===== src/rtl/utf_stream_pkg.sv =====
// Shared constants and types for the code point to byte stream encoder.
package utf_stream_pkg;

    // Output encoding selected per code point at accept time
    localparam logic [1:0] MODE_UTF8    = 2'd0;
    localparam logic [1:0] MODE_UTF16LE = 2'd1;
    localparam logic [1:0] MODE_UTF16BE = 2'd2;
    localparam logic [1:0] MODE_UTF32BE = 2'd3;

    // UTF-8 sequence-length thresholds (value must be below the limit)
    localparam logic [31:0] UTF8_LIM1 = 32'h0000_0080;
    localparam logic [31:0] UTF8_LIM2 = 32'h0000_0800;
    localparam logic [31:0] UTF8_LIM3 = 32'h0001_0000;
    localparam logic [31:0] UTF8_LIM4 = 32'h0020_0000;
    localparam logic [31:0] UTF8_LIM5 = 32'h0400_0000;

    // Unicode range limits
    localparam logic [31:0] SURR_LO   = 32'h0000_D800;
    localparam logic [31:0] SURR_HI   = 32'h0000_DFFF;
    localparam logic [31:0] CP_MAX    = 32'h0010_FFFF;
    localparam logic [31:0] SUPP_BASE = 32'h0001_0000;

    // Default substitute for invalid input
    localparam logic [31:0] REPL_CP_DEF = 32'h0000_FFFD;

    typedef enum logic {
        ST_IDLE = 1'b0,
        ST_EMIT = 1'b1
    } enc_state_t;

endpackage


===== src/rtl/utf_seq_pack.sv =====
// Combinational packer: validates a code point and builds its byte sequence,
// left-aligned in transmit order, together with the sequence length.
module utf_seq_pack
    import utf_stream_pkg::*;
#(
    parameter logic [31:0] REPL_CP = REPL_CP_DEF
) (
    input  logic [31:0] cp,
    input  logic [1:0]  mode,
    input  logic        chk_range,
    output logic        repl,
    output logic [2:0]  len,
    output logic [47:0] seq
);

    logic        is_utf16;
    logic        over_max;
    logic        is_surr;
    logic [31:0] v;
    logic [31:0] v_off;
    logic [15:0] hi_unit;
    logic [15:0] lo_unit;

    assign is_utf16 = (mode == MODE_UTF16LE) || (mode == MODE_UTF16BE);
    assign over_max = (cp > CP_MAX);
    assign is_surr  = (cp >= SURR_LO) && (cp <= SURR_HI);
    assign repl     = cp[31] || (chk_range && (over_max || is_surr)) || (is_utf16 && over_max);
    assign v        = repl ? REPL_CP : cp;
    assign v_off    = v - SUPP_BASE;
    assign hi_unit  = 16'hD800 | {6'd0, v_off[19:10]};
    assign lo_unit  = 16'hDC00 | {6'd0, v_off[9:0]};

    // Select length and byte layout for the sampled mode
    always_comb begin
        len = 3'd1;
        seq = 48'd0;
        case (mode)
            MODE_UTF8: begin
                if (v < UTF8_LIM1) begin
                    len = 3'd1;
                    seq = {1'b0, v[6:0], 40'd0};
                end else if (v < UTF8_LIM2) begin
                    len = 3'd2;
                    seq = {3'b110, v[10:6], 2'b10, v[5:0], 32'd0};
                end else if (v < UTF8_LIM3) begin
                    len = 3'd3;
                    seq = {4'b1110, v[15:12], 2'b10, v[11:6], 2'b10, v[5:0], 24'd0};
                end else if (v < UTF8_LIM4) begin
                    len = 3'd4;
                    seq = {5'b11110, v[20:18], 2'b10, v[17:12], 2'b10, v[11:6],
                           2'b10, v[5:0], 16'd0};
                end else if (v < UTF8_LIM5) begin
                    len = 3'd5;
                    seq = {6'b111110, v[25:24], 2'b10, v[23:18], 2'b10, v[17:12],
                           2'b10, v[11:6], 2'b10, v[5:0], 8'd0};
                end else begin
                    len = 3'd6;
                    seq = {7'b1111110, v[30], 2'b10, v[29:24], 2'b10, v[23:18],
                           2'b10, v[17:12], 2'b10, v[11:6], 2'b10, v[5:0]};
                end
            end
            MODE_UTF16LE: begin
                if (v < SUPP_BASE) begin
                    len = 3'd2;
                    seq = {v[7:0], v[15:8], 32'd0};
                end else begin
                    len = 3'd4;
                    seq = {hi_unit[7:0], hi_unit[15:8], lo_unit[7:0], lo_unit[15:8], 16'd0};
                end
            end
            MODE_UTF16BE: begin
                if (v < SUPP_BASE) begin
                    len = 3'd2;
                    seq = {v[15:0], 32'd0};
                end else begin
                    len = 3'd4;
                    seq = {hi_unit, lo_unit, 16'd0};
                end
            end
            default: begin
                len = 3'd4;
                seq = {v, 16'd0};
            end
        endcase
    end

endmodule


===== src/rtl/utf_stream_encoder.sv =====
// Streaming encoder: accepts code points, emits their UTF byte sequences one
// byte per cycle, replaces invalid input and counts replacements.
module utf_stream_encoder
    import utf_stream_pkg::*;
#(
    parameter int          ERR_W   = 8,
    parameter logic [31:0] REPL_CP = REPL_CP_DEF
) (
    input  logic             clk,
    input  logic             rst,
    input  logic             cp_valid,
    output logic             cp_ready,
    input  logic [31:0]      cp_data,
    input  logic [1:0]       mode,
    input  logic             chk_range,
    output logic             byte_valid,
    input  logic             byte_ready,
    output logic [7:0]       byte_data,
    output logic             byte_first,
    output logic             byte_last,
    output logic             err_pulse,
    output logic [ERR_W-1:0] err_count,
    output logic             busy
);

    enc_state_t  state_q, state_d;
    logic [47:0] sr_p1;
    logic [2:0]  rem_p1;
    logic        first_p1;
    logic        pk_repl;
    logic [2:0]  pk_len;
    logic [47:0] pk_seq;
    logic        accept;
    logic        xfer;

    utf_seq_pack #(.REPL_CP(REPL_CP)) u_pack (
        .cp        (cp_data),
        .mode      (mode),
        .chk_range (chk_range),
        .repl      (pk_repl),
        .len       (pk_len),
        .seq       (pk_seq)
    );

    assign byte_valid = (state_q == ST_EMIT);
    assign busy       = byte_valid;
    assign byte_data  = sr_p1[47:40];
    assign byte_first = byte_valid && first_p1;
    assign byte_last  = byte_valid && (rem_p1 == 3'd1);
    assign xfer       = byte_valid && byte_ready;
    assign cp_ready   = (state_q == ST_IDLE) || (byte_last && byte_ready);
    assign accept     = cp_valid && cp_ready;

    // State register
    always_ff @(posedge clk) begin
        if (rst) state_q <= ST_IDLE;
        else     state_q <= state_d;
    end

    // Next state: a new accept always (re)enters EMIT, else the last transfer ends it
    always_comb begin
        state_d = state_q;
        if (accept)                 state_d = ST_EMIT;
        else if (xfer && byte_last) state_d = ST_IDLE;
    end

    // Shift register, remaining-byte count and first-byte flag
    always_ff @(posedge clk) begin
        if (rst) begin
            sr_p1    <= 48'd0;
            rem_p1   <= 3'd0;
            first_p1 <= 1'b0;
        end else if (accept) begin
            sr_p1    <= pk_seq;
            rem_p1   <= pk_len;
            first_p1 <= 1'b1;
        end else if (xfer && !byte_last) begin
            sr_p1    <= {sr_p1[39:0], 8'd0};
            rem_p1   <= rem_p1 - 3'd1;
            first_p1 <= 1'b0;
        end
    end

    // Replacement pulse and saturating replacement counter
    always_ff @(posedge clk) begin
        if (rst) begin
            err_pulse <= 1'b0;
            err_count <= '0;
        end else begin
            err_pulse <= accept && pk_repl;
            if (accept && pk_repl && !(&err_count))
                err_count <= err_count + 1'b1;
        end
    end

endmodule


===== config.mk =====
export PLATFORM = sky130hd
export DESIGN_NAME = utf_stream_encoder
export DESIGN_NICKNAME = d
export VERILOG_FILES = /design/src/rtl/utf_stream_pkg.sv /design/src/rtl/utf_seq_pack.sv /design/src/rtl/utf_stream_encoder.sv
export SDC_FILE = /design/constraint.sdc
export NUM_CORES = 1
export LEC_CHECK = 0
export BUFFER_PORTS_ARGS = -buffer_cell sky130_fd_sc_hd__buf_2
export CAP_MARGIN = 20
export CELL_PAD_IN_SITES_DETAIL_PLACEMENT = 1
export CELL_PAD_IN_SITES_GLOBAL_PLACEMENT = 1
export CORE_ASPECT_RATIO = 1.5
export CORE_MARGIN = 2
export CORE_UTILIZATION = 38
export CTS_BUF_LIST = sky130_fd_sc_hd__clkbuf_8
export DETAILED_ROUTE_END_ITERATION = 7
export PLACE_DENSITY_LB_ADDON = 0.3
export SYNTH_ARGS = -nofsm -noshare
export SYNTH_HDL_FRONTEND = slang
export SYNTH_SLANG_ARGS = --single-unit

===== constraint.sdc =====
create_clock -name clk -period 10.3 [get_ports clk]
set_input_delay 2.06 -clock clk [delete_from_list [all_inputs] [get_ports clk]]
set_output_delay 2.06 -clock clk [all_outputs]
set_load 0.005 [all_outputs]

# Word-level counts from Yosys, hierarchy flattened
# Cells that the tools add are included.
# totals
regBits	62
elab_cells	69
# op_classes
add_sub_neg	3
order_cmp	8
eq_ne	3
mux	24
n_bitwise	1
reduce_logical	24
# ops
operator	n
$mux 48	7
$pmux 48 s3	1
$mux 44	1
$mux 43	1
$ge 32x16->1 const B	1
$gt 32x21->1 const B	1
$le 32x16->1 const B	1
$lt 32x12->1 const B	1
$lt 32x17->1 const B	1
$lt 32x22->1 const B	1
$lt 32x27->1 const B	1
$lt 32x8->1 const B	1
$mux 32	1
$mux 3	7
$sub 20x17->20 const B	1
$logic_and 1x1->1	12
$add 8x1->8 const B	1
$reduce_and 8->1	1
$pmux 3 s2	1
$logic_or 1x1->1	5
$mux 1	4
$reduce_bool 2->1	2
$eq 3x1->1 const B	1
$sub 3x1->3 const B	1
other kinds (7)	8

# Logic depth before layout (Yosys ltp)
# Gate-level depths: netlist of run 1.
# logic_depth
depth_word	15
depth_mapped	19
depth_no_buf	15

# Hierarchy
# From an unflattened synthesis of run 1, not the netlist that was laid out.
# hier_totals
cells_unflattened	762
hier_area_um2	5281.3
# modules_own_cells
mod	instances	cells_per_inst	area_per_inst_um2	seq_area_each_um2
utf_stream_encoder	1	347	2771.4	1241.2
utf_seq_pack	1	415	2509.9	0.0

# Worst setup path before layout of run 1
# OpenSTA, ideal clock, no wires.
# synth_path
path_kind	input -> register
startpoint	in cp_data[29]
endpoint	reg sr_p1[21]
setup_ps	86
t_arrival_ps	6003
slack_ps	4212
path_stages	18
n_path_buf	5
cell_sequence	or4_1 -> clkbuf_1 -> o41a_1 -> nor3_1 -> clkbuf_1 -> and2_1 -> inv_1 -> ha_1 -> nor4b_1 -> and2_0 -> clkbuf_1 -> nand2_1 -> clkbuf_1 -> clkbuf_1 -> a31oi_1 -> o21ai_0 -> o21ai_0 -> a211oi_1
# synth_via
elab_chain_cells	15
word_cells_on_any_way	24
classes_between	add/sub (1); order compare (8); mux (9); reduce/logical (6)
# synth_rtl
item	line_no	source
from (decl)	utf_stream_encoder.sv:13	input logic [31:0] cp_data,
$ge 32x16->1 or $le 32x16->1 (tied branches)	utf_seq_pack.sv:26	assign is_surr = (cp >= SURR_LO) && (cp <= SURR_HI);
$logic_and 1x1->1	utf_seq_pack.sv:26	
$logic_or 1x1->1	utf_seq_pack.sv:27	assign repl = cp[31] || (chk_range && (over_max || is_surr)) || (is_utf16 && over_max);
$logic_and 1x1->1	utf_seq_pack.sv:27	
$logic_or 1x1->1 (2 in series)	utf_seq_pack.sv:27	
$mux 32 (*)	utf_seq_pack.sv:28	assign v = repl ? REPL_CP : cp;
$lt 32x27->1	utf_seq_pack.sv:52	end else if (v < UTF8_LIM5) begin
$mux 43	utf_seq_pack.sv:52	
$mux 44	utf_seq_pack.sv:48	end else if (v < UTF8_LIM4) begin
$mux 48	utf_seq_pack.sv:45	end else if (v < UTF8_LIM3) begin
$mux 48	utf_seq_pack.sv:42	end else if (v < UTF8_LIM2) begin
$mux 48	utf_seq_pack.sv:39	if (v < UTF8_LIM1) begin
$pmux 48 s3 (*)	utf_seq_pack.sv:37	case (mode)
$mux 48 (*)	utf_stream_encoder.sv:73	end else if (accept) begin
to (signal assigned)	utf_stream_encoder.sv:74	sr_p1 <= pk_seq;
to (signal assigned)	utf_stream_encoder.sv:78	sr_p1 <= {sr_p1[39:0], 8'd0};
to (decl)	utf_stream_encoder.sv:27	logic [47:0] sr_p1;
# Every way passes the cells marked *; elsewhere a longest branch is shown, timed or not.
# A chain may end at the register's enable or synchronous reset.

# Worst setup path in the final report of run 1
# layout_path
startpoint	in cp_data[29]
endpoint	reg sr_p1[31]
# layout_via
elab_chain_cells	14
word_cells_on_any_way	23
classes_between	add/sub (1); order compare (7); mux (9); reduce/logical (6)
# layout_rtl
item	line_no
$ge 32x16->1 or $le 32x16->1 (tied branches)	utf_seq_pack.sv:26
$logic_and 1x1->1	utf_seq_pack.sv:26
$logic_or 1x1->1	utf_seq_pack.sv:27
$logic_and 1x1->1	utf_seq_pack.sv:27
$logic_or 1x1->1 (2 in series)	utf_seq_pack.sv:27
$mux 32 (*)	utf_seq_pack.sv:28
$lt 32x22->1	utf_seq_pack.sv:48
$mux 44	utf_seq_pack.sv:48
$mux 48	utf_seq_pack.sv:45
$mux 48	utf_seq_pack.sv:42
$mux 48	utf_seq_pack.sv:39
$pmux 48 s3 (*)	utf_seq_pack.sv:37
$mux 48 (*)	utf_stream_encoder.sv:73
# Marked as above.

==> results of run 1 <==
==> power by group <==
group	total [W]	switching, W	internal, W	leakage [nW]
sequential	0.000264	0.0000140	0.000250	0.493
combinational	0.000188	0.000127	0.0000616	1.39
clock	0.000212	0.000117	0.0000956	0.0893
==> worst paths after layout <==
kind               startpoint         to  slack, ns  cells after the start
setup / recovery  cp_data[29]  sr_p1[31]       3.32                     15
hold / removal       sr_p1[2]   sr_p1[2]       0.46                      2
setup reg to reg    rem_p1[1]  sr_p1[42]       7.44                      8
hold reg to reg      sr_p1[2]   sr_p1[2]       0.46                      2
==> through the flow <==
| stage | std cells | area (um^2) | hold slack [ns] |
|---|---|---|---|
| after floorplan | 709 | 4990 | 0.432 |
| after global placement | 863 | 5260 | 0.442 |
| after detailed placement | 863 | 5260 | 0.450 |
| after CTS | 879 | 5450 | 0.462 |
| after global routing | 880 | 5450 | 0.498 |
| final | 880 | 5450 | 0.458 |
==> worst max-delay path, stage by stage <==
cell and delay [ns]:
buf_2 0.12, or4_1 0.65, o41a_1 0.54, nor3_2 0.20
buf_4 0.48, and2_1 0.27, inv_1 0.08, ha_1 0.28
nor4b_1 0.20, and2_0 0.26, nand2_1 0.59, nand2_1 0.55
or3_1 0.50, a311o_1 0.36, o21ai_0 0.07
==> metal layers <==
layer  vias up  track usage, %  routed length (um)
met3       126            5.32                1840
met1      3029            41.4                9690
li1       2660               -                   -
met2       402            58.6               11800
met5         -               0                   0
met4         0            27.6                2200
==> sequential cells by signal (all words and copies together) (netlist names) <==
| register | count |
|---|---|
| err_pulse | 1 |
| rem_p1 | 3 |
| first_p1 | 1 |
| busy | 1 |
| err_count | 8 |
| sr_p1 | 46 |
==> layout make-up <==
| class | instances | area [um^2] |
|---|---|---|
| clock buffer | 10 | 138 |
| clock inverter | 6 | 46.3 |
| fill | 1694 | 7440 |
| inverter | 9 | 33.8 |
| multi-input combinational | 563 | 3440 |
| sequential | 60 | 1200 |
| tap | 159 | 199 |
| timing repair buffer | 73 | 395 |
==> kinds of logic (layout without fill, tap and decap cells) <==
kind of cell | after synthesis | count (layout) | synth area share [%]
xor+xnor | 7 | 7 | 1.23
simple gates | 276 | 276 | 25.7
mux | 19 | 19 | 3.81
compound gates | 252 | 252 | 35.6
fa+ha+maj | 9 | 9 | 2.26
flops | 60 | 60 | 24.1
buf+inv | 86 | 98 | 7.33
==> synth_stat cells, types with 5 or more instances <==
master / number / area, um^2
nand2_1: 95 / 357
nor2_1: 72 / 270
dfxtp_1: 60 / 1200
clkbuf_1: 55 / 206
o21ai_0: 51 / 255
a21oi_1: 47 / 235
nand3_1: 26 / 130
nor3_1: 20 / 100
mux2i_1: 19 / 190
a211oi_1: 13 / 97.6
a31oi_1: 13 / 81.3
o22ai_1: 13 / 81.3
a221o_1: 12 / 120
a221oi_1: 11 / 96.3
or3_1: 10 / 62.6
a31o_2: 9 / 78.8
and2_1: 9 / 56.3
buf_4: 9 / 67.6
ha_1: 9 / 113
inv_1: 9 / 33.8
nand2b_1: 9 / 56.3
o221ai_1: 8 / 70.1
a21o_1: 7 / 52.6
nor4_1: 7 / 43.8
o21a_1: 7 / 52.6
and3_1: 6 / 37.5
buf_1: 6 / 22.5
buf_2: 6 / 30.0
o311ai_0: 5 / 43.8
o32ai_1: 5 / 43.8
xor2_1: 5 / 43.8
==> summary.md, run 1 <==
| Metric | Value |
|---|---|
| Vias | 6217 |
| Die span in x | 97.5 um |
| Critical path type | in2reg |
| PortBufs | 60 |
| CTS root buf | clkbuf_8 |
| Hold Buf Count CTS | 0 |
| Power Total | 0.000664 W |
| CTS tree | yes |
| Most common cell after layout, fill and taps aside | nand2_1 |
| Worst Path Max Fanout | 47 |
| Hold Path Class | reg2reg |
| Mapped Nets | 757 |
| Critical Path AT | 7.25 ns |
| GR Util All Layers | 35.6% |
| First-pass GRT wire length | 38200 um |
| Commonest register cell after synthesis | dfxtp_1 |
| Syn Inst Count | 709 |
| Post-CTS Setup Inserts | 0 |
| Worst-case clock buffer depth | 2 |
| H-Tree Depth | 3 |
| Final Cycle Share | 67.7% |
| Post-synthesis cell type count | 70 |
| Largest net degree at the start of global routing | 52 |
| Hpwl dp | 17700 um |
| Sequential share of the synthesized area | 24.1% |
| Pleak | 1.97 nW |
| Finished Core Util | 42.3% |
| Final setup fails | 0 |
| Vias in the first global route | 6080 |
| Setup Skew | 0.0145 ns |
| Fin crit period | 6.98 ns |
| Die height | 144 um |
| Syn. warnings | 0 |
| Worst skew pair latency | 0.36 ns |
| Status | finished clean |
| Vias per cell | 7.06 |
| Final-report hold violation count | 0 |
| Synth Cell Area | 0.00499 mm^2 |
| Antenna Cells | 0 |
| Worst vdd ir | 0.0739 mV |
| Resize count post-CTS | 0 |
| Async S/R FF share, synth | 0% |
| DRT Pass-1 Iters | 6 |
| Worst slew pin tran | 1.12 ns |
| Die area | 0.0141 mm^2 |
| Nets | 764 |
| Top-level port count | 61 |
| DRC viols | 0 |
| CTS Buf Count | 9 |
| Global route overflow | 0 |
| Gpl congestion | 1.01 |
| Mean Syn Cell Area | 7.03 um^2 |
| Max Fclk | 143 MHz |
| Number of synthesized flops with an enable pin | 0 |
| Slew HR | 24.7% |
| Worst slack at placement | 3.11 ns |
| Setup ws final | 3.32 ns |
| Core Region | 0.0129 mm^2 |
| CP required | 10.57 ns |
| Post-DRT Antenna Nets | 0 |
| Power density over the cells | 122 mW/mm^2 |
| Pins Over Slew Limit | 0 |
| RSZ-0062 raised after global routing | false |
| Commonest cells after routing, fill and taps aside | nand2_1, nor2_1, buf_2, dfxtp_1, o21ai_0 |
| CTS Sinks | 60 |
| Row cnt | 51 |
| Share of cells above drive strength 1 | 15.7% |
| Area delta synth->final | 9.31% |
| Crit end category | flip-flop |
| Post-synthesis register bit count | 60 |
| Mean routed wirelength per cell | 29.0 um |
| Starting Density | 38.7% |
| Routed WL | 25500 um |
| TNS Setup | 0 ns |
| CTS clk-pin slew, worst paths | 0.08 ns |
| Max cap viols | 0 |
| Initial antenna violation count | 0 |
| Initial DRC count | 567 |
| CP Launch Type | input pin |
Power figures use the tool's default switching activity.
==> run 2, diff against run 1 <==
- clock period: 10.3 -> 6.3 ns (I/O delays scaled with it)
==> run 2 against run 1 <==
Effect of this change:
- cell area grew 1.3%
- cell count grew 0.45%
- first-iteration DRC count increased by 30%
- via count decreased by 0.35%
- clock skew about the same
==> summary.md, run 2 (same netlist as run 1, synthesis figures left out) <==
| Metric | Value |
|---|---|
| Worst skew pair latency | 0.37 ns (about the same) |
| Largest net degree at the start of global routing | 52 (unchanged) |
| Critical path type | in2reg |
| Vias | 6195 (-0.35%) |
| Placed insts | 868 (+0.58%) |
| Hpwl dp | 18500 um (+4.6%) |
| Critical Path AT | 5.84 ns (-1.41 ns) |
| Non-filler instance count after layout | 884 (+0.45%) |
| CP required | 6.54 ns (-4.03 ns) |
| Die span in x | 97.5 um (unchanged) |
| Setup Skew | 0.0140 ns (-0.000491 ns) |
| Max reg flops | 46 (unchanged) |
| Global route overflow | 0 (unchanged) |
| Initial antenna violation count | 0 (unchanged) |
| Final setup fails | 0 (unchanged) |
| GR Util All Layers | 36.9% (+1.3 points) |
| Vias in the first global route | 6142 (+1.0%) |
| DRT Pass-1 Iters | 5 (-1) |
| Core Region | 0.0129 mm^2 (unchanged) |
| Commonest cells after routing, fill and taps aside | nand2_1, nor2_1, dfxtp_1, buf_2, o21ai_0 |
| Routed WL | 26200 um (+2.7%) |
| Finished Core Util | 42.8% (+0.56 points) |
| Starting Density | 38.7% (unchanged) |
| Fin crit period | 5.59 ns |
| Mean routed wirelength per cell | 29.6 um (+2.2%) |
| CTS clk-pin slew, worst paths | 0.09 ns (about the same) |
| H-Tree Depth | 3 (unchanged) |
| Nets | 768 (+0.52%) |
| Gpl congestion | 1.02 (+1.1%) |
| Die height | 144 um (unchanged) |
| TNS Setup | 0 ns (unchanged) |
| Worst slew pin tran | 1.13 ns (+0.0120 ns) |
| CP Launch Type | input pin |
| Area delta synth->final | 10.8% |
| Worst Path Max Fanout | 11 (-77%) |
| DRC viols | 0 (unchanged) |
| Post-CTS Setup Inserts | 0 (unchanged) |
| Worst-case clock buffer depth | 2 (unchanged) |
| Worst Hold Launch | sr_p1[0] |
| Share of cells above drive strength 1 | 16.1% (+0.47 points) |
| Top-level port count | 61 (unchanged) |
| Critical R2R Launch | rem_p1[1] |
| Initial DRC count | 739 (+30%) |
| Antenna Cells | 0 (unchanged) |
| Die area | 0.0141 mm^2 (unchanged) |
| Crit path launch | cp_data[18] |
| Slew HR | 24.4% (-0.23 points) |
| First-pass GRT wire length | 39300 um (+3.0%) |
| Max Fclk | 179 MHz |
| CTS root buf | clkbuf_8 |
| CTS Buf Count | 9 (unchanged) |
| Top reg by flops | sr_p1 |
| Post-DRT Antenna Nets | 0 (unchanged) |
| Max cap viols | 0 (unchanged) |
| Vias per cell | 7.01 (-0.80%) |
| CTS tree | yes |
| RSZ-0062 raised after global routing | false |
| CTS Sinks | 60 (unchanged) |
| Most common cell after layout, fill and taps aside | nand2_1 |
| Crit end category | flip-flop |
| Pleak | 2.01 nW (+2.2%) |
| Power density over the cells | 209 mW/mm^2 (+72%) |
| Resize count post-CTS | 0 (unchanged) |
| Row cnt | 51 (unchanged) |
| Final-report hold violation count | 0 (unchanged) |
| Biggest regs | sr_p1 x46, err_count x8, rem_p1 x3 |
| Status | finished clean |
| Hold Path Class | reg2reg |
| Final Cycle Share | 88.8% |
| PortBufs | 60 (unchanged) |
| Fin Hold WS | 0.463 ns (+0.00425 ns) |
| Pins Over Slew Limit | 0 (unchanged) |
| Hold Buf Count CTS | 0 (unchanged) |
| Worst vdd ir | 0.149 mV (+100%) |
run 2: where the power goes:
| part | leakage [nW] | switching (W) | internal, W |
|---|---|---|---|
| Sequential | 0.493 | 0.0000237 | 0.000408 |
| Combinational | 1.41 | 0.000211 | 0.000102 |
| Clock | 0.114 | 0.000186 | 0.000225 |
| Total | 2.01 | 0.000420 | 0.000736 |
run 2: worst paths after layout:
path	cells after the start	endpoint	slack (ns)
worst max-delay path	14	sr_p1[25]	0.71
worst min-delay path	2	sr_p1[0]	0.46
worst max register to register	8	sr_p1[41]	3.55
worst min register to register	2	sr_p1[0]	0.46
run 2: layer usage:
metal / GRT usage (%) / part of all wire, % / wire, um
met5: 0 / 0 / 0
met1: 41.8 / 37 / 9610
met4: 26.6 / 8.1 / 2130
met3: 6.19 / 7.7 / 2030
met2: 62.7 / 47 / 12400
run 2: critical path, cell delays in order:
cell      delay, ns
buf_2          0.16
or3_1          0.39
nor3_1         0.56
nor3_2         0.08
and2_1         0.23
inv_1          0.09
ha_1           0.34
nor4b_1        0.46
and2_0         0.36
nand2_1        0.29
a31oi_1        1.00
o21ai_0        0.28
o311ai_0       0.18
o41ai_1        0.14
run 2: layout make-up:
cell class                      count  area (um^2)
Multi-Input combinational cell    563         3440
Tap cell                          159          199
Clock inverter                      7          100
Fill cell                        1690         7370
Timing Repair Buffer               77          428
Sequential cell                    60         1200
Inverter                            9         33.8
Clock buffer                        9          124
run 2: through the flow:
| stage | setup slack, ns | power (W) | cell area [um^2] |
|---|---|---|---|
| after floorplan | 1.01 | 0.000625 | 4990 |
| after global placement | 0.752 | 0.000735 | 5300 |
| after detailed placement | 0.526 | 0.000740 | 5300 |
| after CTS | 0.875 | 0.00115 | 5520 |
| after global routing | 0.422 | 0.00119 | 5520 |
| final | 0.707 | 0.00116 | 5520 |
==> run 3, diff against run 2 <==
- ABC_AREA: default -> 1
- ABC_CLOCK_PERIOD_IN_PS: default -> 6300
==> run 3 against run 2 <==
Effect of this change:
- count of clock-buffer cells in the layout grew 2
- fmax grew 27%
- sequential power about the same
- combinational power is 36% higher
- core utilization decreased by 0.12 points
- sequential share of layout area increased by 0.83 points
- cell count rose by 11%
==> summary.md, run 3 <==
| Metric | Value |
|---|---|
| CTS root buf | clkbuf_8 |
| Core Region | 0.0124 mm^2 (-3.4%) |
| Post-synthesis cell type count | 47 (-33%) |
| Global route overflow | 0 (unchanged) |
| Biggest regs | sr_p1 x46, err_count x8, rem_p1 x3 |
| Crit path buffers/inverters | 4 (+2) |
| Final-report hold violation count | 0 (unchanged) |
| RSZ-0062 raised after global routing | false |
| Most numerous cell on the critical path | nand2_1 |
| Resize count post-CTS | 0 (unchanged) |
| Area of the multi-input gates | 0.00312 mm^2 (-9.1%) |
| CP Launch Type | input pin |
| Pleak | 2.30 nW (+15%) |
| Hold Path Class | reg2reg |
| Gpl congestion | 0.982 (-3.5%) |
| Worst skew pair latency | 0.35 ns (-0.02 ns) |
| Most common cell after layout, fill and taps aside | nand2_1 |
| Hold Buf Count CTS | 0 (unchanged) |
| Syn Inst Count | 794 (+12%) |
| Yosys top cell area share | 24.8% (+0.71 points) |
| CTS clk-pin slew, worst paths | 0.07 ns (-0.02 ns) |
| Hpwl dp | 17000 um (-8.0%) |
| Power density over the cells | 221 mW/mm^2 (+5.8%) |
| Worst slack at placement | 1.59 ns (+1.07 ns) |
| Synth area leaders | dfxtp_1, nand2_1, a21oi_1 |
| Nets | 868 (+13%) |
| Fin crit period | 4.39 ns (-1.20 ns) |
| Final Cycle Share | 69.7% (-19 points) |
| Post-synthesis register bit count | 60 (unchanged) |
| Number of synthesized flops with an enable pin | 0 (unchanged) |
| Crit end category | flip-flop |
| Vias per cell | 5.97 (-15%) |
| DRT Pass-1 Iters | 5 (unchanged) |
| Finished Core Util | 42.7% (-0.12 points) |
| Max cap viols | 0 (unchanged) |
| First-pass GRT wire length | 34500 um (-12%) |
| Most common cell in the netlist | nand2_1 |
| Die span in x | 96.2 um (-1.4%) |
| CTS Sinks | 60 (unchanged) |
| Starting Density | 38.9% (+0.22 points) |
| Critical path depth in cells | 20 (+6) |
| Die area | 0.0137 mm^2 (-2.8%) |
| Worst vdd ir | 0.0979 mV (-34%) |
| Status | finished clean |
| Antenna Cells | 0 (unchanged) |
| Post-synth top cells | nand2_1, a21oi_1, o21ai_0, nor2_1, dfxtp_1 |
| Vias in the first global route | 5896 (-4.0%) |
| Max Fclk | 228 MHz (+27%) |
| Initial DRC count | 435 (-41%) |
| Routed WL | 22600 um (-14%) |
| Largest net degree at the start of global routing | 52 (unchanged) |
| Post-DRT Antenna Nets | 0 (unchanged) |
| PortBufs | 60 (unchanged) |
| Worst-case clock buffer depth | 2 (unchanged) |
| Commonest register cell after synthesis | dfxtp_1 |
| Final setup fails | 0 (unchanged) |
| GR Util All Layers | 34.0% (-2.9 points) |
| CTS tree | yes |
| Top-level port count | 61 (unchanged) |
| Crit-path slowest cell | ha_1 |
| DRC viols | 0 (unchanged) |
| CP cell instances | buf_2 -> inv_1 -> ha_1 -> or2_2 -> nand2_4 -> nand2_2 -> inv_2 -> nand2_1 -> ha_1 -> nand2_1 -> nor2_1 -> nand2_4 -> inv_4 -> nand2_4 -> nand2_2 -> a21oi_1 -> nand2_1 -> nand2_1 -> nand2_1 -> a21oi_1 |
| Slew HR | 41.0% (+17 points) |
| Die height | 142 um (-1.4%) |
| Worst slew pin tran | 0.882 ns (-0.252 ns) |
| Crit path max-delay family | simple AND/OR/NAND/NOR gates |
| Setup ws final | 1.91 ns (+1.20 ns) |
| Max reg flops | 46 (unchanged) |
| Sequential Area | 0.00120 mm^2 (unchanged) |
| CTS Buf Count | 9 (unchanged) |
| Vias | 5851 (-5.6%) |
| H-Tree Depth | 3 (unchanged) |
| Power Total | 0.00118 W (+1.9%) |
| Filler Cells Inserted | 1740 (+3.0%) |
| Mean Syn Cell Area | 6.10 um^2 (-13%) |
| Hold path depth | 2 (unchanged) |
| Async S/R FF share, synth | 0% (unchanged) |
| Pins Over Slew Limit | 0 (unchanged) |
| Max stage delay on crit path | 0.34 ns (-0.66 ns) |
| Mean routed wirelength per cell | 23.1 um (-22%) |
| Area delta synth->final | 9.82% |
| Worst r2r path cells | 12 (+4) |
| Top reg by flops | sr_p1 |
| Worst Path Max Fanout | 30 (+19) |
| Setup Skew | 0.0119 ns (-0.00211 ns) |
| CP required | 6.57 ns (+0.03 ns) |
| Mapped Nets | 842 (+11%) |
| Cell taking the most area after synthesis | dfxtp_1 |
| Row cnt | 50 (-2.0%) |
| Syn. warnings | 0 (unchanged) |
| R2R Setup Slk | 3.03 ns (-0.52 ns) |
| Synth Cell Area | 0.00484 mm^2 (-2.9%) |
| Post-CTS Setup Inserts | 0 (unchanged) |
| Share of cells above drive strength 1 | 15.4% (-0.73 points) |
| Initial antenna violation count | 0 (unchanged) |
| Critical Path AT | 4.67 ns (-1.17 ns) |
| TNS Setup | 0 ns (unchanged) |
| Critical path type | in2reg |
| Commonest cells after routing, fill and taps aside | nand2_1, a21oi_1, o21ai_0, nor2_1 |
| Sequential share of the synthesized area | 24.8% (+0.71 points) |
run 3: kinds of logic (layout without fill, tap and decap cells):
| kind of cell | Yosys count | count (layout) | share of synthesized area, % |
|---|---|---|---|
| xor gates and xnor gates | 3 | 3 | 0.543 |
| DFF | 60 | 60 | 24.8 |
| AOI/OAI and AO/OA | 270 | 270 | 30.8 |
| buffers and inverters | 116 | 146 | 10.8 |
| adders and majority gates | 9 | 9 | 2.33 |
| and+or+nand+nor | 336 | 336 | 30.8 |
run 3: stage by stage:
stage               area [um^2]  hold WS [ns]  cells
floorplan                  4840         0.442    794
global placement           5110         0.452    964
detailed placement         5140         0.465    965
CTS                        5320         0.476    980
global route               5320         0.479    980
finish                     5320         0.478    980
run 3: layout make-up:
cell class / count / area share [%]
clock inverter: 4 / 0.470
multi-input combinational: 618 / 58.7
inverter: 62 / 4.42
sequential: 60 / 22.6
tap: 156 / 3.67
timing repair buffer: 69 / 7.29
clock buffer: 11 / 2.85
run 3: layer usage:
layer	up-vias	share of wire, %	wire length (um)	GRT usage, %
met4	0	6.1	1380	18.8
li1	2730	-	-	-
met2	228	49	11200	57.6
met5	-	0	0	0
met3	58	4.5	1020	3.39
met1	2835	40	9020	41.2
run 3: report_power, final:
group / total, W / internal, W / switching [W]
sequential: 0.000432 / 0.000411 / 0.0000216
clock: 0.000321 / 0.000161 / 0.000160
combinational: 0.000425 / 0.000121 / 0.000304
run 3: worst register-to-register path: cells and delay by family, from the launching register on:
| kind | cells | cell delay, ns |
|---|---|---|
| compound gates | 2 | 0.70 |
| simple gates | 6 | 1.21 |
| buf+inv | 3 | 0.77 |
| flops | 1 | 0.33 |
| fa+ha+maj | 1 | 0.17 |
run 3: final timing paths:
check,start,endpoint
min,sr_p1[7],sr_p1[7]
max,mode[0],sr_p1[36]
min reg2reg,sr_p1[7],sr_p1[7]
max reg2reg,rem_p1[1],err_count[6]
